===== src/rtl/iso7816_pkg.sv =====
// Shared definitions for the ISO7816 T=0 character transmitter and its companion receiver.
package iso7816_pkg;

  localparam int DATA_BITS     = 8;
  localparam int BIT_IDX_W     = $clog2(DATA_BITS);
  localparam int ERR_WAIT_ETUS = 3;
  localparam int ERR_CNT_W     = $clog2(ERR_WAIT_ETUS);

  typedef enum logic [2:0] {
    ST_IDLE,
    ST_START,
    ST_DATA,
    ST_PARITY,
    ST_GUARD,
    ST_EXTRA,
    ST_ERR_WAIT
  } tx_state_e;

  // Parity bit that makes data plus parity carry an odd (odd=1) or even number of ones.
  function automatic logic parity_bit(input logic [DATA_BITS-1:0] data, input logic odd);
    return (^data) ^ odd;
  endfunction

  function automatic logic data_bit(input logic [DATA_BITS-1:0] data,
                                    input logic [BIT_IDX_W-1:0] idx,
                                    input logic                 msb_first);
    return msb_first ? data[BIT_IDX_W'(DATA_BITS - 1) - idx] : data[idx];
  endfunction

endpackage


===== src/rtl/etu_timer.sv =====
// Elementary time unit timer: free-running 0..clocksPerBit counter with a terminal-count strobe.
module etu_timer #(
  parameter int CLOCK_PER_BIT_WIDTH = 13
) (
  input  logic                           clk,
  input  logic                           nReset,
  input  logic                           load,
  input  logic [CLOCK_PER_BIT_WIDTH-1:0] clocksPerBit,
  output logic                           etuEnd,
  output logic [CLOCK_PER_BIT_WIDTH-1:0] count
);

  logic [CLOCK_PER_BIT_WIDTH-1:0] count_q, count_d;

  always_comb begin
    // NOTE: every always_comb output gets an unconditional value first so no latch is inferred.
    count_d = count_q + 1'b1;
    if (load || (count_q == clocksPerBit)) begin
      count_d = '0;
    end
  end

  // NOTE: non-blocking assignments keep every flop sampling pre-edge values, independent of block order.
  always_ff @(posedge clk or negedge nReset) begin
    if (!nReset) count_q <= '0;
    else         count_q <= count_d;
  end

  assign etuEnd = (count_q == clocksPerBit);
  assign count  = count_q;

endmodule


===== src/rtl/iso7816_t0_tx.sv =====
// ISO7816 T=0 character transmitter: frames one byte, watches the guard time for a
// receiver error signal and retransmits the same byte up to a programmable limit.
module iso7816_t0_tx
  import iso7816_pkg::*;
#(
  parameter int   CLOCK_PER_BIT_WIDTH = 13,
  parameter int   RETRY_WIDTH         = 3,
  parameter logic START_BIT           = 1'b0
) (
  input  logic                           clk,
  input  logic                           nReset,
  input  logic [DATA_BITS-1:0]           txData,
  input  logic                           startTx,
  input  logic [CLOCK_PER_BIT_WIDTH-1:0] clocksPerBit,
  input  logic [7:0]                     extraGuard,
  input  logic [RETRY_WIDTH-1:0]         maxRetries,
  input  logic                           oddParity,
  input  logic                           msbFirst,
  input  logic                           serialIn,
  output logic                           serialOut,
  output logic                           isTx,
  output logic                           busy,
  output logic                           done,
  output logic                           failFlag,
  output logic [RETRY_WIDTH-1:0]         retryCount
);

  tx_state_e                      state_q, state_d;
  logic [DATA_BITS-1:0]           data_q, data_d;
  logic [CLOCK_PER_BIT_WIDTH-1:0] cpb_q, cpb_d;
  logic [7:0]                     extra_q, extra_d;
  logic [RETRY_WIDTH-1:0]         max_q, max_d;
  logic                           odd_q, odd_d;
  logic                           msb_q, msb_d;
  logic [BIT_IDX_W-1:0]           bit_idx_q, bit_idx_d;
  logic [7:0]                     extra_cnt_q, extra_cnt_d;
  logic [ERR_CNT_W-1:0]           err_cnt_q, err_cnt_d;
  logic                           err_hi_q, err_hi_d;
  logic                           guard_armed_q, guard_armed_d;
  logic [RETRY_WIDTH-1:0]         retry_q, retry_d;
  logic                           fail_q, fail_d;
  logic                           busy_q, busy_d;
  logic                           done_q, done_d;
  logic                           tx_q, tx_d;
  logic                           sout_q, sout_d;

  logic                           timer_load;
  logic                           etu_end;
  logic [CLOCK_PER_BIT_WIDTH-1:0] timer_count;
  logic                           sample_now;

  etu_timer #(
    .CLOCK_PER_BIT_WIDTH(CLOCK_PER_BIT_WIDTH)
  ) u_etu_timer (
    .clk         (clk),
    .nReset      (nReset),
    .load        (timer_load),
    .clocksPerBit(cpb_q),
    .etuEnd      (etu_end),
    .count       (timer_count)
  );

  // The error signal is sampled on the first cycle of the ETU following the guard ETU.
  assign sample_now = guard_armed_q && (timer_count == '0);

  always_comb begin
    state_d       = state_q;
    data_d        = data_q;
    cpb_d         = cpb_q;
    extra_d       = extra_q;
    max_d         = max_q;
    odd_d         = odd_q;
    msb_d         = msb_q;
    bit_idx_d     = bit_idx_q;
    extra_cnt_d   = extra_cnt_q;
    err_cnt_d     = err_cnt_q;
    err_hi_d      = err_hi_q;
    guard_armed_d = guard_armed_q;
    retry_d       = retry_q;
    fail_d        = fail_q;
    busy_d        = busy_q;
    done_d        = 1'b0;
    tx_d          = tx_q;
    sout_d        = sout_q;
    timer_load    = 1'b0;

    case (state_q)
      ST_IDLE: begin
        timer_load = 1'b1;
        if (startTx && !done_q) begin
          state_d = ST_START;
          data_d  = txData;
          cpb_d   = clocksPerBit;
          extra_d = extraGuard;
          max_d   = maxRetries;
          odd_d   = oddParity;
          msb_d   = msbFirst;
          retry_d = '0;
          fail_d  = 1'b0;
          busy_d  = 1'b1;
          tx_d    = 1'b1;
          sout_d  = START_BIT;
        end
      end
      ST_START: begin
        if (etu_end) begin
          state_d   = ST_DATA;
          bit_idx_d = '0;
          sout_d    = data_bit(data_q, '0, msb_q);
        end
      end
      ST_DATA: begin
        if (etu_end) begin
          if (bit_idx_q == BIT_IDX_W'(DATA_BITS - 1)) begin
            state_d = ST_PARITY;
            sout_d  = parity_bit(data_q, odd_q);
          end else begin
            bit_idx_d = bit_idx_q + 1'b1;
            sout_d    = data_bit(data_q, bit_idx_q + 1'b1, msb_q);
          end
        end
      end
      ST_PARITY: begin
        if (etu_end) begin
          state_d       = ST_GUARD;
          guard_armed_d = 1'b0;
          tx_d          = 1'b0;
          sout_d        = 1'b1;
        end
      end
      ST_GUARD: begin
        if (sample_now) begin
          guard_armed_d = 1'b0;
          if (!serialIn) begin
            state_d    = ST_ERR_WAIT;
            timer_load = 1'b1;
            err_cnt_d  = '0;
            err_hi_d   = 1'b0;
          end else begin
            state_d     = ST_EXTRA;
            extra_cnt_d = '0;
          end
        end else if (etu_end) begin
          guard_armed_d = 1'b1;
        end
      end
      ST_EXTRA: begin
        if (etu_end) begin
          if (extra_cnt_q == extra_q) begin
            state_d = ST_IDLE;
            busy_d  = 1'b0;
            done_d  = 1'b1;
          end else begin
            extra_cnt_d = extra_cnt_q + 1'b1;
          end
        end
      end
      ST_ERR_WAIT: begin
        if (!err_hi_q) begin
          if (etu_end) begin
            if (err_cnt_q == ERR_CNT_W'(ERR_WAIT_ETUS - 1)) err_hi_d  = 1'b1;
            else                                            err_cnt_d = err_cnt_q + 1'b1;
          end
        end else if (!serialIn) begin
          // Receiver still holding the line: restart the required high ETU.
          timer_load = 1'b1;
        end else if (etu_end) begin
          if (retry_q < max_q) begin
            state_d = ST_START;
            retry_d = retry_q + 1'b1;
            tx_d    = 1'b1;
            sout_d  = START_BIT;
          end else begin
            state_d = ST_IDLE;
            fail_d  = 1'b1;
            busy_d  = 1'b0;
            done_d  = 1'b1;
          end
        end
      end
      default: state_d = ST_IDLE;
    endcase
  end

  always_ff @(posedge clk or negedge nReset) begin
    if (!nReset) begin
      state_q       <= ST_IDLE;
      data_q        <= '0;
      cpb_q         <= '0;
      extra_q       <= '0;
      max_q         <= '0;
      odd_q         <= 1'b0;
      msb_q         <= 1'b0;
      bit_idx_q     <= '0;
      extra_cnt_q   <= '0;
      err_cnt_q     <= '0;
      err_hi_q      <= 1'b0;
      guard_armed_q <= 1'b0;
      retry_q       <= '0;
      fail_q        <= 1'b0;
      busy_q        <= 1'b0;
      done_q        <= 1'b0;
      tx_q          <= 1'b0;
      sout_q        <= 1'b1;
    end else begin
      state_q       <= state_d;
      data_q        <= data_d;
      cpb_q         <= cpb_d;
      extra_q       <= extra_d;
      max_q         <= max_d;
      odd_q         <= odd_d;
      msb_q         <= msb_d;
      bit_idx_q     <= bit_idx_d;
      extra_cnt_q   <= extra_cnt_d;
      err_cnt_q     <= err_cnt_d;
      err_hi_q      <= err_hi_d;
      guard_armed_q <= guard_armed_d;
      retry_q       <= retry_d;
      fail_q        <= fail_d;
      busy_q        <= busy_d;
      done_q        <= done_d;
      tx_q          <= tx_d;
      sout_q        <= sout_d;
    end
  end

  assign serialOut  = sout_q;
  assign isTx       = tx_q;
  assign busy       = busy_q;
  assign done       = done_q;
  assign failFlag   = fail_q;
  assign retryCount = retry_q;

endmodule

===== config.mk =====
export PLATFORM = sky130hd
export DESIGN_NAME = iso7816_t0_tx
export DESIGN_NICKNAME = d
export VERILOG_FILES = /design/src/rtl/iso7816_pkg.sv /design/src/rtl/etu_timer.sv /design/src/rtl/iso7816_t0_tx.sv
export SDC_FILE = /design/constraint.sdc
export NUM_CORES = 1
export LEC_CHECK = 0
export ABC_AREA = 1
export BUFFER_PORTS_ARGS = -buffer_cell sky130_fd_sc_hd__buf_2
export CORE_MARGIN = 2
export CORE_UTILIZATION = 59
export DETAILED_ROUTE_END_ITERATION = 7
export GPL_TIMING_DRIVEN = 1
export PLACE_DENSITY = 0.85
export REMOVE_ABC_BUFFERS = 1
export SETUP_SLACK_MARGIN = 0.02
export SYNTH_ARGS = -nofsm -noshare
export SYNTH_HDL_FRONTEND = slang
export SYNTH_HIERARCHICAL = 1
export SYNTH_SLANG_ARGS = --single-unit

===== constraint.sdc =====
create_clock -name clk -period 2.5 [get_ports clk]
set_clock_uncertainty 0.2 [all_clocks]
set_input_delay 0.5 -clock clk [delete_from_list [all_inputs] [get_ports clk]]
set_output_delay 0.5 -clock clk [all_outputs]
set_load 0.05 [all_outputs]

==> results.tsv <==
stage	metric	value	unit
status	status	complete, no violations	
detailed_routing	antenna viol nets, final	0	
floorplanning	die area	7990	um2
power	Seq pwr share	39.6	%
power	Static Leak	2.39	nW
layout	area growth from synthesis to layout	11.7	%
detailed_routing	routed wire length	8400	um
clock_network	Clock transition at path regs	0.07	ns
sta	Final Hold Violating Endpoints	0	
clock_network	TritonCTS Sinks	73	
yosys	Seq cells post-synth	73	
place	Placer Congestion	0.912	
clock_network	Num CTS Buffers	9	
layout	fill count	642	
floorplanning	Core Area	7140	um2
place	pre-CTS setup slack	0.239	ns
power	clock network power share	16.4	%
layout	final instance area	4810	um2
detailed_routing	WL/cell	12.0	um
global_routing	largest net degree at the start of global routing	74	
yosys	Syn Inst Count	548	
sta	Final period util	88.9	%
power	Logic pwr share	44.1	%
min_path	HP Class	in -> reg	
place	Post-DP Area	4600	um2
floorplanning	Vert. Die Dim	89.4	um
global_routing	number of global-route vias before repair	3444	
worst_setup_path	worst-path maximum fanout	6	
clock_network	Worst-Skew Late Latency	0.35	ns
floorplanning	Horiz. Die Dim	89.4	um
sta	final setup violation count	0	
clock_network	CTS tree	yes	
detailed_routing	initial drt markers	242	
worst_setup_path	Critical Path AT	2.26	ns
layout	layout cells sized above 1	21.7	%
floorplanning	Ports	46	
place	Detailed Place HPWL	6210	um
place	placed insts	685	
sta	normalized max-slew margin	70.7	%
sta	Setup WS post-layout	0.278	ns
layout	fin nets	645	
sta	Period minus WS final	2.22	ns
power	NetSw	2.11	mW
worst_setup_path	critical path type	reg -> reg	
yosys	number of synthesis warnings	6	
flow_run	Max-Cap Viols	0	
yosys	Post-synth EDFFs	0	
sta	fmax	0.450	GHz
global_routing	initial antenna violation count	0	
place	port buffer count	45	
clock_network	H-Tree Depth	3	
power	P_int	2.87	mW
floorplanning	initial core utilization	60.3	%
power	Max VDD drop	0.631	mV
yosys	Distinct cells, synth	42	
worst_setup_path	Setup crit end kind	flip-flop	
power	power per cell area	1040	nW/um2
clock_network	Clk Tree Root Cell	clkbuf_8	
sta	total negative slack	0	ns
yosys	Mapped Area	4300	um2
worst_setup_path	Critical Path Source Type	flip-flop	
clock_network	clk buf depth	2	
layout	Final Non-Filler Cells	703	
sta	final slew viol count	0	
global_routing	GRT Total Usage	23.1	%
yosys	register area share after synthesis	42.5	%
layout	Antenna Cells	0	
yosys	Main synth FF type	dfrtp_1	
sta	RSZ-0062 raised after global routing	no	
detailed_routing	vias	3620	
power	switch share	42.4	%
worst_setup_path	critical path required time	2.54	ns
worst_setup_path	reg2reg setup slack	0.28	ns
floorplanning	# rows	31	
detailed_routing	DRC Markers	0	
detailed_routing	DR pass1 iterations	5	
global_routing	GR Overflow Total	0	
layout	final cell utilization of the core	67.3	%
sta	Worst-Margin Slew	0.436	ns
yosys	post-synthesis async set-or-reset flop share	100	%
global_routing	wire length of the first global-routing pass	14200	um
yosys	syn avg cell area	7.85	um2
detailed_routing	Via density	5.15	
-- what timing repair did --
action / CTS / global route
hold buffers: 1 / 0
hold endpoints to repair: 72 / 0
buffers inserted: 0 / 1
resized for setup: 0 / 3
setup endpoints to repair: 0 / 12
-- final cells by class --
type                    instances  area, um2  area share (%)
clock buffers                  11        141            2.94
multi-input cells             387       2100            43.6
repair buffers                 50        290            6.04
well taps                      99        124            2.58
flip-flops and latches         73       1830            38.1
inverters                      78        293            6.09
clock inverters                 5       31.3           0.651
-- metal layers --
metal | wire length, um | track usage, % | part of all wire, %
met1 | 3600 | 27.4 | 43
met2 | 4120 | 40.5 | 49
met3 | 458 | 4.43 | 5.5
met4 | 221 | 10.2 | 2.6
met5 | 0 | 0 | 0
-- layout by cell type (no fill, tap or decap), types with 3 or more instances in the layout --
cell type  instances
nand3_1           37
nor2_2            12
nor3_1             9
clkbuf_8          10
o21ai_1            5
a21oi_1           19
xor2_1            16
dfrtp_1           70
buf_2             45
nor2_1            46
nand2_2            3
inv_2             13
mux2_1             4
xnor2_1            4
o21ai_2            3
clkinv_2           3
o21ai_0           20
inv_1             65
nand2_1          145
or2_2              8
ha_1               8
nand4_1            8
mux2_2            18
-- synthesized netlist by cell type (3+ instances only) --
library cell | number | area, um2
dfrtp_1 | 72 | 1800
inv_2 | 12 | 45.0
ha_1 | 8 | 100
nand4_1 | 8 | 50.1
buf_6 | 3 | 33.8
inv_1 | 66 | 248
xor2_1 | 16 | 140
o21ai_1 | 5 | 25.0
mux2_2 | 18 | 203
nor2_2 | 12 | 75.1
a21oi_1 | 19 | 95.1
mux2_1 | 4 | 45.0
nand3_1 | 37 | 185
o21ai_2 | 3 | 26.3
nand2_1 | 146 | 548
or2_2 | 8 | 50.1
o21ai_0 | 20 | 100
nor2_1 | 46 | 173
nor3_1 | 9 | 45.0
xnor2_1 | 4 | 35.0
buf_2 | 3 | 15.0
-- logic make-up (layout without fill, tap and decap cells) --
| kind of cell | count (synthesis) | in the layout | share of synthesized area (%) |
|---|---|---|---|
| muxes | 22 | 22 | 5.76 |
| DFF | 73 | 73 | 42.5 |
| and+or+nand+nor | 284 | 284 | 29.8 |
| adders and majority gates | 8 | 8 | 2.33 |
| AOI/OAI and AO/OA | 53 | 53 | 6.72 |
| xor gates and xnor gates | 20 | 20 | 4.07 |
| buffers and inverters | 88 | 144 | 8.84 |
-- worst max-delay path, cell delays in order (launching register included) --
cell	delay, ns
dfrtp_1	0.41
inv_1	0.09
nand2_1	0.06
nand2_1	0.06
nor2_1	0.10
nand2_1	0.06
nor2_1	0.14
nand2_2	0.10
inv_2	0.11
nor2_1	0.11
a21oi_1	0.13
nand2_1	0.07
nor3_2	0.10
and2_1	0.17
nand2_2	0.09
nand2_1	0.06
o21ai_1	0.06
-- registers in the layout, indices dropped and copies added (netlist names), 2 cells and up --
signal / cells
state_q: 3
u_etu_timer/count: 13
extra_cnt_q: 8
bit_idx_q: 3
data_q: 8
max_q: 3
extra_q: 8
err_cnt_q: 2
retryCount: 3
cpb_q: 13
-- worst paths after layout --
| path | cells past startpoint | start | to |
|---|---|---|---|
| setup / recovery | 16 | u_etu_timer/count[3] | state_q[1] |
| hold / removal | 2 | clocksPerBit[11] | cpb_q[11] |
| setup reg to reg | 16 | u_etu_timer/count[3] | state_q[1] |
| hold reg to reg | 2 | serialOut | serialOut |
| max in group asynchronous | 3 | nReset | serialOut |
| min in group asynchronous | 3 | nReset | cpb_q[2] |
-- metrics by stage --
stage	hold WS, ns	power (mW)
floorplan	0.00441	3.65
global placement	0.269	4.06
detailed placement	0.282	4.17
CTS	0.142	5.01
global route	0.153	5.44
finish	0.154	4.98
-- power groups by stage --
| stage | registers [mW] | logic, mW | clock network, mW |
|---|---|---|---|
| CTS | 1.97 | 2.19 | 0.846 |
| detailed placement | 1.99 | 2.18 | 0 |
| global placement | 1.96 | 2.10 | 0 |
| global route | 2.03 | 2.52 | 0.887 |
| finish | 1.97 | 2.20 | 0.815 |
| floorplan | 1.99 | 1.66 | 0 |
No activity file was read; power rests on OpenSTA's default activity.
